===== config.mk =====
export PLATFORM = sky130hd
export DESIGN_NAME = conv1d_mac_sched
export DESIGN_NICKNAME = d
export VERILOG_FILES = /design/src/rtl/conv1d_mac_sched.sv
export SDC_FILE = /design/constraint.sdc
export NUM_CORES = 1
export LEC_CHECK = 0
export BUFFER_PORTS_ARGS = -buffer_cell sky130_fd_sc_hd__buf_2
export CAP_MARGIN = 0
export CORE_MARGIN = 2
export CORE_UTILIZATION = 63
export DETAILED_ROUTE_END_ITERATION = 10
export GPL_ROUTABILITY_DRIVEN = 0
export PLACE_DENSITY = 0.8
export SLEW_MARGIN = 30
export SYNTH_ARGS = -nofsm -noshare
export SYNTH_HDL_FRONTEND = slang
export SYNTH_SLANG_ARGS = --single-unit

===== constraint.sdc =====
create_clock -name clk -period 5.3 [get_ports clk]
set_input_delay 1.06 -clock clk [delete_from_list [all_inputs] [get_ports clk]]
set_output_delay 1.06 -clock clk [all_outputs]
set_load 0.05 [all_outputs]

===== src/rtl/conv1d_mac_sched.sv =====
// Pipelined signed dot-product engine: radix-4 Booth partial products, carry-save
// compression, then carry-propagate accumulate, sequenced by a four-state job FSM.
module conv1d_mac_sched #(
  parameter int WIDTH_DATA = 16,
  parameter int WIDTH_ACC  = 40,
  parameter int WIDTH_LEN  = 5
) (
  input  logic                  clk,
  input  logic                  rst,
  input  logic                  start,
  input  logic [WIDTH_LEN-1:0]  cfg_len,
  input  logic                  in_valid,
  output logic                  in_ready,
  input  logic [WIDTH_DATA-1:0] in_x,
  input  logic [WIDTH_DATA-1:0] in_w,
  output logic                  out_valid,
  input  logic                  out_ready,
  output logic [WIDTH_ACC-1:0]  out_acc,
  output logic                  busy
);

  localparam int WIDTH_PROD = 2 * WIDTH_DATA;
  localparam int NUM_PP     = WIDTH_DATA / 2;

  typedef enum logic [1:0] {IDLE, RUN, DRAIN, DONE} state_t;

  state_t                 state_reg, state_next;
  logic [WIDTH_LEN-1:0]   remaining_reg;
  logic [WIDTH_ACC-1:0]   acc_reg;
  logic [WIDTH_ACC-1:0]   out_acc_reg;
  logic                   s1_valid_reg;
  logic                   s2_valid_reg;
  logic [WIDTH_PROD-1:0]  pp_reg  [NUM_PP];
  logic [WIDTH_PROD-1:0]  pp_next [NUM_PP];
  logic [WIDTH_PROD-1:0]  csa_sum, csa_carry, csa_tmp;
  logic [WIDTH_PROD-1:0]  s2_sum_reg, s2_carry_reg;
  logic [WIDTH_PROD-1:0]  product;
  logic [WIDTH_ACC-1:0]   product_ext;
  logic [WIDTH_PROD-1:0]  x_ext, x_neg, x_dbl, x_dbl_neg;
  logic [WIDTH_DATA:0]    w_pad;
  logic                   xfer;
  logic                   job_start;

  assign in_ready  = (state_reg == RUN) && (remaining_reg != '0);
  assign xfer      = in_valid && in_ready;
  assign job_start = (state_reg == IDLE) && start;
  assign busy      = (state_reg != IDLE);
  assign out_valid = (state_reg == DONE);
  assign out_acc   = out_acc_reg;

  // Booth recoding: multiplier padded with an implicit zero below its LSB.
  assign x_ext     = {{WIDTH_DATA{in_x[WIDTH_DATA-1]}}, in_x};
  assign x_neg     = -x_ext;
  assign x_dbl     = x_ext << 1;
  assign x_dbl_neg = x_neg << 1;
  assign w_pad     = {in_w, 1'b0};

  genvar gi;
  generate
    for (gi = 0; gi < NUM_PP; gi++) begin : g_booth
      logic [2:0]            triplet;
      logic [WIDTH_PROD-1:0] digit_mult;

      assign triplet = w_pad[2*gi+2 -: 3];

      always_comb begin
        digit_mult = '0;
        case (triplet)
          3'b001, 3'b010: digit_mult = x_ext;
          3'b011:         digit_mult = x_dbl;
          3'b100:         digit_mult = x_dbl_neg;
          3'b101, 3'b110: digit_mult = x_neg;
          default:        digit_mult = '0;
        endcase
      end

      assign pp_next[gi] = digit_mult << (2 * gi);

      always_ff @(posedge clk) begin
        pp_reg[gi] <= pp_next[gi];
      end
    end
  endgenerate

  // Chain of 3:2 counters reducing all partial products to one sum/carry pair.
  always_comb begin
    csa_sum   = pp_reg[0];
    csa_carry = pp_reg[1];
    csa_tmp   = '0;
    for (int i = 2; i < NUM_PP; i++) begin
      csa_tmp   = ((csa_sum & csa_carry) | (csa_sum & pp_reg[i]) | (csa_carry & pp_reg[i])) << 1;
      csa_sum   = csa_sum ^ csa_carry ^ pp_reg[i];
      csa_carry = csa_tmp;
    end
  end

  assign product     = s2_sum_reg + s2_carry_reg;
  assign product_ext = {{(WIDTH_ACC-WIDTH_PROD){product[WIDTH_PROD-1]}}, product};

  always_ff @(posedge clk) begin
    s2_sum_reg   <= csa_sum;
    s2_carry_reg <= csa_carry;
  end

  always_comb begin
    state_next = state_reg;
    case (state_reg)
      IDLE:    if (start) state_next = (cfg_len == '0) ? DONE : RUN;
      RUN:     if (xfer && remaining_reg == WIDTH_LEN'(1)) state_next = DRAIN;
      DRAIN:   if (!s1_valid_reg && !s2_valid_reg) state_next = DONE;
      DONE:    if (out_ready) state_next = IDLE;
      default: state_next = IDLE;
    endcase
  end

  always_ff @(posedge clk) begin
    if (rst) begin
      state_reg     <= IDLE;
      remaining_reg <= '0;
      acc_reg       <= '0;
      out_acc_reg   <= '0;
      s1_valid_reg  <= 1'b0;
      s2_valid_reg  <= 1'b0;
    end else begin
      state_reg    <= state_next;
      s1_valid_reg <= xfer;
      s2_valid_reg <= s1_valid_reg;
      if (job_start) begin
        remaining_reg <= cfg_len;
        acc_reg       <= '0;
      end else begin
        if (xfer) remaining_reg <= remaining_reg - WIDTH_LEN'(1);
        if (s2_valid_reg) acc_reg <= acc_reg + product_ext;
      end
      // The result register only changes on entry to DONE, so it holds elsewhere.
      if (job_start && cfg_len == '0)
        out_acc_reg <= '0;
      else if (state_reg == DRAIN && state_next == DONE)
        out_acc_reg <= acc_reg;
    end
  end

endmodule


==> summary.md, run 1 <==
| Metric | Value |
|---|---|
| Status | `finished, final reports clean` |
| Overall Power | `between 10 and 15 mW` |
| Via count | `between 15000 and 20000` |
| Die area | `approximately 34000 um^2` |
| Worst EP arrival | `5.40 ns` |
| Multi-input logic area | `around 13000 um^2` |
| Share of layout cells above drive strength 1 | `a little under a tenth` |
| TritonRoute pass-1 iters | `7` |
| Synth cell types | `between 60 and 70` |
| Core box area | `about 32000 um^2` |
| Gr usage total | `between 30% and 40%` |
| Critical Path RT | `roughly 5.8 ns` |
| Asr flop ratio synth | `0%` |
| YS warnings | `0` |
| Clock transition at the registers of the reported paths | `approximately 0.060 ns` |
| Synth Instances | `between 2000 and 2500` |
| Clk_skew | `0.0253 ns` |
| Area of the mapped netlist | `between 20000 and 25000 um^2` |
| Commonest cells after routing, fill and taps aside | `dfxtp_1 (344), nand2_1 (279), a21oi_1 (234), o21ai_0 (203), nor2_1 (173)` |
| Vias per Instance | `roughly 6.6` |
| # Post-CTS Setup Buffers | `0` |
| Kind of critical path | `flip-flop to flip-flop` |
| Post-DR wirelength/cell | `~21 um` |
| Vias in the first global route | `approximately 17000` |
| Ys flop type | `dfxtp_1` |
| Worst Setup End Kind | `flip-flop` |
| Final Hold Fails | `0` |
| Die H | `~180 um` |
| Cts bufs inserted | `38` |
| Fill count | `between 2000 and 2500` |
| Final ANT Viol Nets | `0` |
| Rows | `65` |
| Avg Cell Area, Syn | `8.83 um^2` |
| Hold crit path type | `flip-flop to flip-flop` |
| Io pins | `85` |
| Clk root buf | `clkbuf_16` |
| Fin crit share | `roughly 93%` |
| Max reg flops | `200` |
| Final Critical Period | `between 4 and 5 ns` |
| Maxcap violations | `0` |
| Pwr Density | `about 550 nW/um^2` |
| TNS Setup | `0 ns` |
| Peak supply drop | `roughly 0.29 mV` |
| Die X | `approximately 180 um` |
| Pin count of the biggest net entering global routing | `57` |
| Commonest non-fill, non-tap cell in the layout | `dfxtp_1` |
| Post-synthesis register bit count | `345` |
| # DRC | `0` |
| Worst-margin pin slew | `between 1 and 1.5 ns` |
| Clock latency on the worst-skew pair | `between 0.5 and 0.6 ns` |
| Final net count | `2565` |
| GRT Residual Overflow | `0` |
| Post-synth EDFFs | `0` |
| Crit path launch type | `flip-flop` |
| Fmax | `202 MHz` |
| Worst hold slack | `0.332 ns` |
| P_leak | `a little over 9 nW` |
| Synthesis-to-layout area growth | `9.10%` |
| First-pass GRT wire length | `roughly 90000 um` |
| Drt first-iter violations | `2303` |
| CTS max path bufs | `3` |
| Syn_nets | `roughly 2600` |
| Post-CTS Hold Fix Bufs | `0` |
| PortBufs | `84` |
| TritonCTS clock tree | `yes` |
| Hpwl dp | `slightly above 40000 um` |
| H-tree lvl count | `2` |
| Largest fanout on the critical path | `6` |
| Initial antenna violation count | `2` |
| CTS sink count | `between 300 and 400` |
| Final setup viols | `0` |
| Reg area | `~6900 um^2` |
| Final WL | `around 57000 um` |
| Seq/Total Area, Yosys | `33.8%` |
| Max Slew Vio Count | `0` |
| Slew margin rel. | `between 20% and 30%` |
| Initial Utilization | `~64%` |
metrics by stage:
step / cells / worst slack (ns) / area [um^2] / util (%)
2_1_floorplan: 2313 / 0.785 / 20400 / -
3_3_place_gp: 2653 / 0.238 / 20900 / 65.9
3_5_place_dp: 2653 / 0.0152 / 20900 / 66.0
4_1_cts: 2722 / 0.146 / 22200 / 70.1
5_1_grt: 2723 / -0.0200 / 22300 / 70.2
6_report: 2724 / 0.348 / 22300 / 70.2
logic make-up after synthesis:
family                     after synthesis  synth area share [%]
AOI/OAI and AO/OA                      759                  23.2
and+or+nand+nor                        592                  12.4
DFF                                    345                  33.8
adders and majority gates              232                  19.1
buffers and inverters                  227                  4.30
xor gates and xnor gates               124                  5.48
muxes                                   34                  1.67
area by class of cell:
| class | instances | area share, % |
|---|---|---|
| diodes | 2 | 0.0225 |
| clock buffers | 49 | 4.92 |
| clock inverters | 20 | 0.882 |
| inverters | 46 | 0.775 |
| multi-input cells | 1741 | 57.1 |
| flip-flops and latches | 345 | 31.0 |
| well taps | 402 | 2.26 |
| repair buffers | 119 | 3.07 |
cell usage after synthesis, types with 17 or more instances:
| master | number | share of area (%) |
|---|---|---|
| nand2_1 | 280 | 5.1 |
| nor2b_1 | 21 | 0.64 |
| o22ai_1 | 34 | 1.0 |
| nand3_1 | 18 | 0.44 |
| o21a_1 | 17 | 0.62 |
| dfxtp_1 | 345 | 34 |
| xnor2_1 | 82 | 3.5 |
| xor2_1 | 39 | 1.7 |
| mux2i_1 | 34 | 1.7 |
| ha_1 | 98 | 6.0 |
| nor3_1 | 32 | 0.78 |
| a21o_1 | 40 | 1.5 |
| a21oi_1 | 234 | 5.7 |
| o21ai_0 | 205 | 5.0 |
| a221oi_1 | 83 | 3.6 |
| fa_1 | 134 | 13 |
| o22a_1 | 18 | 0.77 |
| clkbuf_1 | 157 | 2.9 |
| nor2_1 | 173 | 3.2 |
| inv_1 | 40 | 0.74 |
| a22oi_1 | 25 | 0.92 |
routing by layer:
layer / GRT usage [%] / up-vias / routed length, um
met4: 15.7 / 0 / 2650
met3: 5.63 / 236 / 5600
met2: 56.2 / 1175 / 26800
met1: 43.2 / 8398 / 22200
met5: 0 / - / 0
li1: - / 8141 / -
timing repair:
item / CTS / global route
gates resized for setup: 1 / 8
pin swaps: 0 / 1
setup endpoints to repair: 1 / 8
critical path, stage by stage, from the launching register on:
cell and delay (ns):
dfxtp_1 0.33, ha_1 0.18, inv_1 0.07, fa_1 0.41
nor2b_1 0.16, o21ai_0 0.16, a21boi_2 0.24, o21ai_2 0.10
a211oi_1 0.32, o21a_1 0.18, o21a_1 0.14, o21a_1 0.13
o21ai_0 0.08, a21oi_1 0.18, ha_1 0.27, nand2_1 0.14
o21a_1 0.21, o21ai_0 0.22, a211oi_2 0.10, o31a_1 0.30
o311ai_1 0.35, xnor2_1 0.13, or3_1 0.32, a21oi_1 0.15
power by group:
group | switching, mW | leakage, nW | total [mW] | internal [mW]
logic | 3.71 | 5.69 | 6.38 | 2.67
registers | 0.185 | 2.87 | 3.22 | 3.04
clock network | 1.09 | 0.633 | 2.71 | 1.61
path summary, 6_finish.rpt:
kind	start	endpoint	slack [ns]	cells after the start
worst min register to register	pp_reg[0][1]	s2_sum_reg[1]	0.33	0
worst min-delay path	pp_reg[0][1]	s2_sum_reg[1]	0.33	0
worst max-delay path	s2_sum_reg[8]	acc_reg[39]	0.35	23
worst max register to register	s2_sum_reg[8]	acc_reg[39]	0.35	23
Power figures use the tool's default switching activity.
==> inputs of run 2 (changes only) <==
--- a/config.mk
+++ b/config.mk
@@ -7,11 +7,11 @@
 export LEC_CHECK = 0
 export BUFFER_PORTS_ARGS = -buffer_cell sky130_fd_sc_hd__buf_2
 export CAP_MARGIN = 0
-export CORE_MARGIN = 2
 export CORE_UTILIZATION = 63
 export DETAILED_ROUTE_END_ITERATION = 10
 export GPL_ROUTABILITY_DRIVEN = 0
 export PLACE_DENSITY = 0.8
+export SKIP_CTS_REPAIR_TIMING = 1
 export SLEW_MARGIN = 30
 export SYNTH_ARGS = -nofsm -noshare
 export SYNTH_HDL_FRONTEND = slang
==> constraint.sdc (replaced) <==
create_clock -name clk -period 5.3 [get_ports clk]
set_input_delay 1.06 -clock clk [delete_from_list [all_inputs] [get_ports clk]]
set_output_delay 1.06 -clock clk [all_outputs]
set_load 0.02 [all_outputs]
==> summary.md, run 2 (synthesis results as in run 1) <==
| Metric | Value |
|---|---|
| Status | `finished, final reports clean` |
| Worst EP arrival | `between 5 and 6 ns` |
| Initial Utilization | `64.4%` |
| CTS max path bufs | `3` |
| Worst reg2reg path startpoint | `s2_sum_reg[8]` |
| Clk root buf | `clkbuf_16` |
| Area after DPL | `around 21000 um^2` |
| Cts bufs inserted | `36` |
| Final worst slack | `between 0.3 and 0.4 ns` |
| Max reg flops | `200` |
| RSZ-0062 raised after global routing | `no` |
| Critical Path RT | `between 5 and 6 ns` |
| Place WS | `around 0.023 ns` |
| Die X | `182 um` |
| Maxcap violations | `0` |
| Hold Path Origin | `pp_reg[0][1]` |
| Rows | `between 60 and 70` |
| Peak supply drop | `0.282 mV` |
| PortBufs | `84` |
| Final WL | `about 56000 um` |
| Worst r2r path cells | `22` |
| GRT Residual Overflow | `0` |
| H-tree lvl count | `2` |
| Post-DR wirelength/cell | `just over 20 um` |
| Clock transition at the registers of the reported paths | `about 0.06 ns` |
| Final net count | `2563` |
| Clock latency on the worst-skew pair | `around 0.53 ns` |
| Kind of critical path | `flip-flop to flip-flop` |
| TritonRoute pass-1 iters | `6` |
| Final setup viols | `0` |
| Cell area after layout | `roughly 22000 um^2` |
| Fin crit share | `~93%` |
| Via count | `about 18000` |
| Worst-margin pin slew | `between 1 and 1.5 ns` |
| Share of layout cells above drive strength 1 | `approximately 8.6%` |
| Hpwl dp | `40800 um` |
| P_leak | `9.15 nW` |
| First-pass GRT wire length | `89800 um` |
| Fmax | `~200 MHz` |
| Final Hold Fails | `0` |
| Commonest cells after routing, fill and taps aside | `dfxtp_1 (344), nand2_1 (279), a21oi_1 (234), o21ai_0 (203), nor2_1 (173)` |
| Clk_skew | `between 0.015 and 0.02 ns` |
| Worst Setup End Kind | `flip-flop` |
| Gr usage total | `between 30% and 40%` |
| Core box area | `around 32000 um^2` |
| Final Critical Period | `approximately 5 ns` |
| Worst setup path start | `s2_sum_reg[8]` |
| Io pins | `85` |
| Fill count | `about 2400` |
| TritonCTS clock tree | `yes` |
| Synthesis-to-layout area growth | `8.58%` |
| Largest fanout on the critical path | `4` |
| Crit path launch type | `flip-flop` |
| # DRC | `0` |
| Vias per Instance | `around 6.6` |
| CTS sink count | `between 300 and 400` |
| Hold crit path type | `flip-flop to flip-flop` |
| Slew margin rel. | `between 30 and 40%` |
| Die area | `33100 um^2` |
| Commonest non-fill, non-tap cell in the layout | `dfxtp_1` |
| Worst hold stages | `0` |
| Die H | `between 150 and 200 um` |
| Pwr Density | `between 500 and 600 nW/um^2` |
| Vias in the first global route | `around 17000` |
| Max Slew Vio Count | `0` |
| Initial antenna violation count | `2` |
| Pin count of the biggest net entering global routing | `between 50 and 60` |
| Drt first-iter violations | `about 2100` |
| Final ANT Viol Nets | `0` |
[run 2: metrics by stage]
step           util [%]  hold WS [ns]  total power, mW  instances  setup TNS [ns]
2_1_floorplan         -         0.310             7.74       2313               0
4_1_cts            69.8         0.338             12.0       2717         -0.0126
6_report           69.9         0.339             12.0       2719               0
3_5_place_dp       66.0         0.326             9.35       2653               0
3_3_place_gp       65.9         0.314             9.07       2653               0
5_1_grt            69.9         0.349             12.9       2718               0
[run 2: area by class of cell]
type	instances	area, um^2	share of cell area [%]
multi-input cells	1741	12700	57.3
flip-flops and latches	345	6910	31.2
clock buffers	52	1040	4.70
repair buffers	119	683	3.08
well taps	402	503	2.27
inverters	46	173	0.779
clock inverters	12	154	0.694
diodes	2	5.00	0.0226
[run 2: worst max-delay path: stages (launching register included)]
cell	delay, ns
dfxtp_1	0.32
ha_1	0.16
inv_1	0.06
fa_1	0.40
nor2b_1	0.12
o21ai_0	0.12
a21boi_1	0.24
o21ai_2	0.11
a2111oi_0	0.43
buf_4	0.21
o41ai_2	0.09
a21oi_1	0.19
buf_4	0.14
nor2_1	0.06
ha_1	0.32
nand4_1	0.13
nor3_1	0.27
a211oi_2	0.16
o31a_1	0.29
o311ai_0	0.40
xnor2_1	0.14
or3_1	0.32
a21oi_1	0.15
[run 2: final timing paths]
path	end	slack (ns)
min	s2_sum_reg[1]	0.34
max	acc_reg[39]	0.37
min reg2reg	s2_sum_reg[1]	0.34
max reg2reg	acc_reg[39]	0.37
[run 2: report_power, final]
group / total [mW] / leakage (nW) / internal [mW] / switching [mW]
sequential: 3.21 / 2.87 / 3.04 / 0.176
clock: 2.56 / 0.592 / 1.52 / 1.05
combinational: 6.25 / 5.68 / 2.63 / 3.62
total: 12.0 / 9.15 / 7.19 / 4.84
[run 2: layer usage]
layer / track usage, % / share of wire (%) / up-vias
met3: 6.62 / 10 / 248
met5: 0 / 0 / -
met1: 43.1 / 39 / 8376
met4: 16.6 / 5.1 / 0
li1: - / - / 8140
met2: 55.8 / 46 / 1105
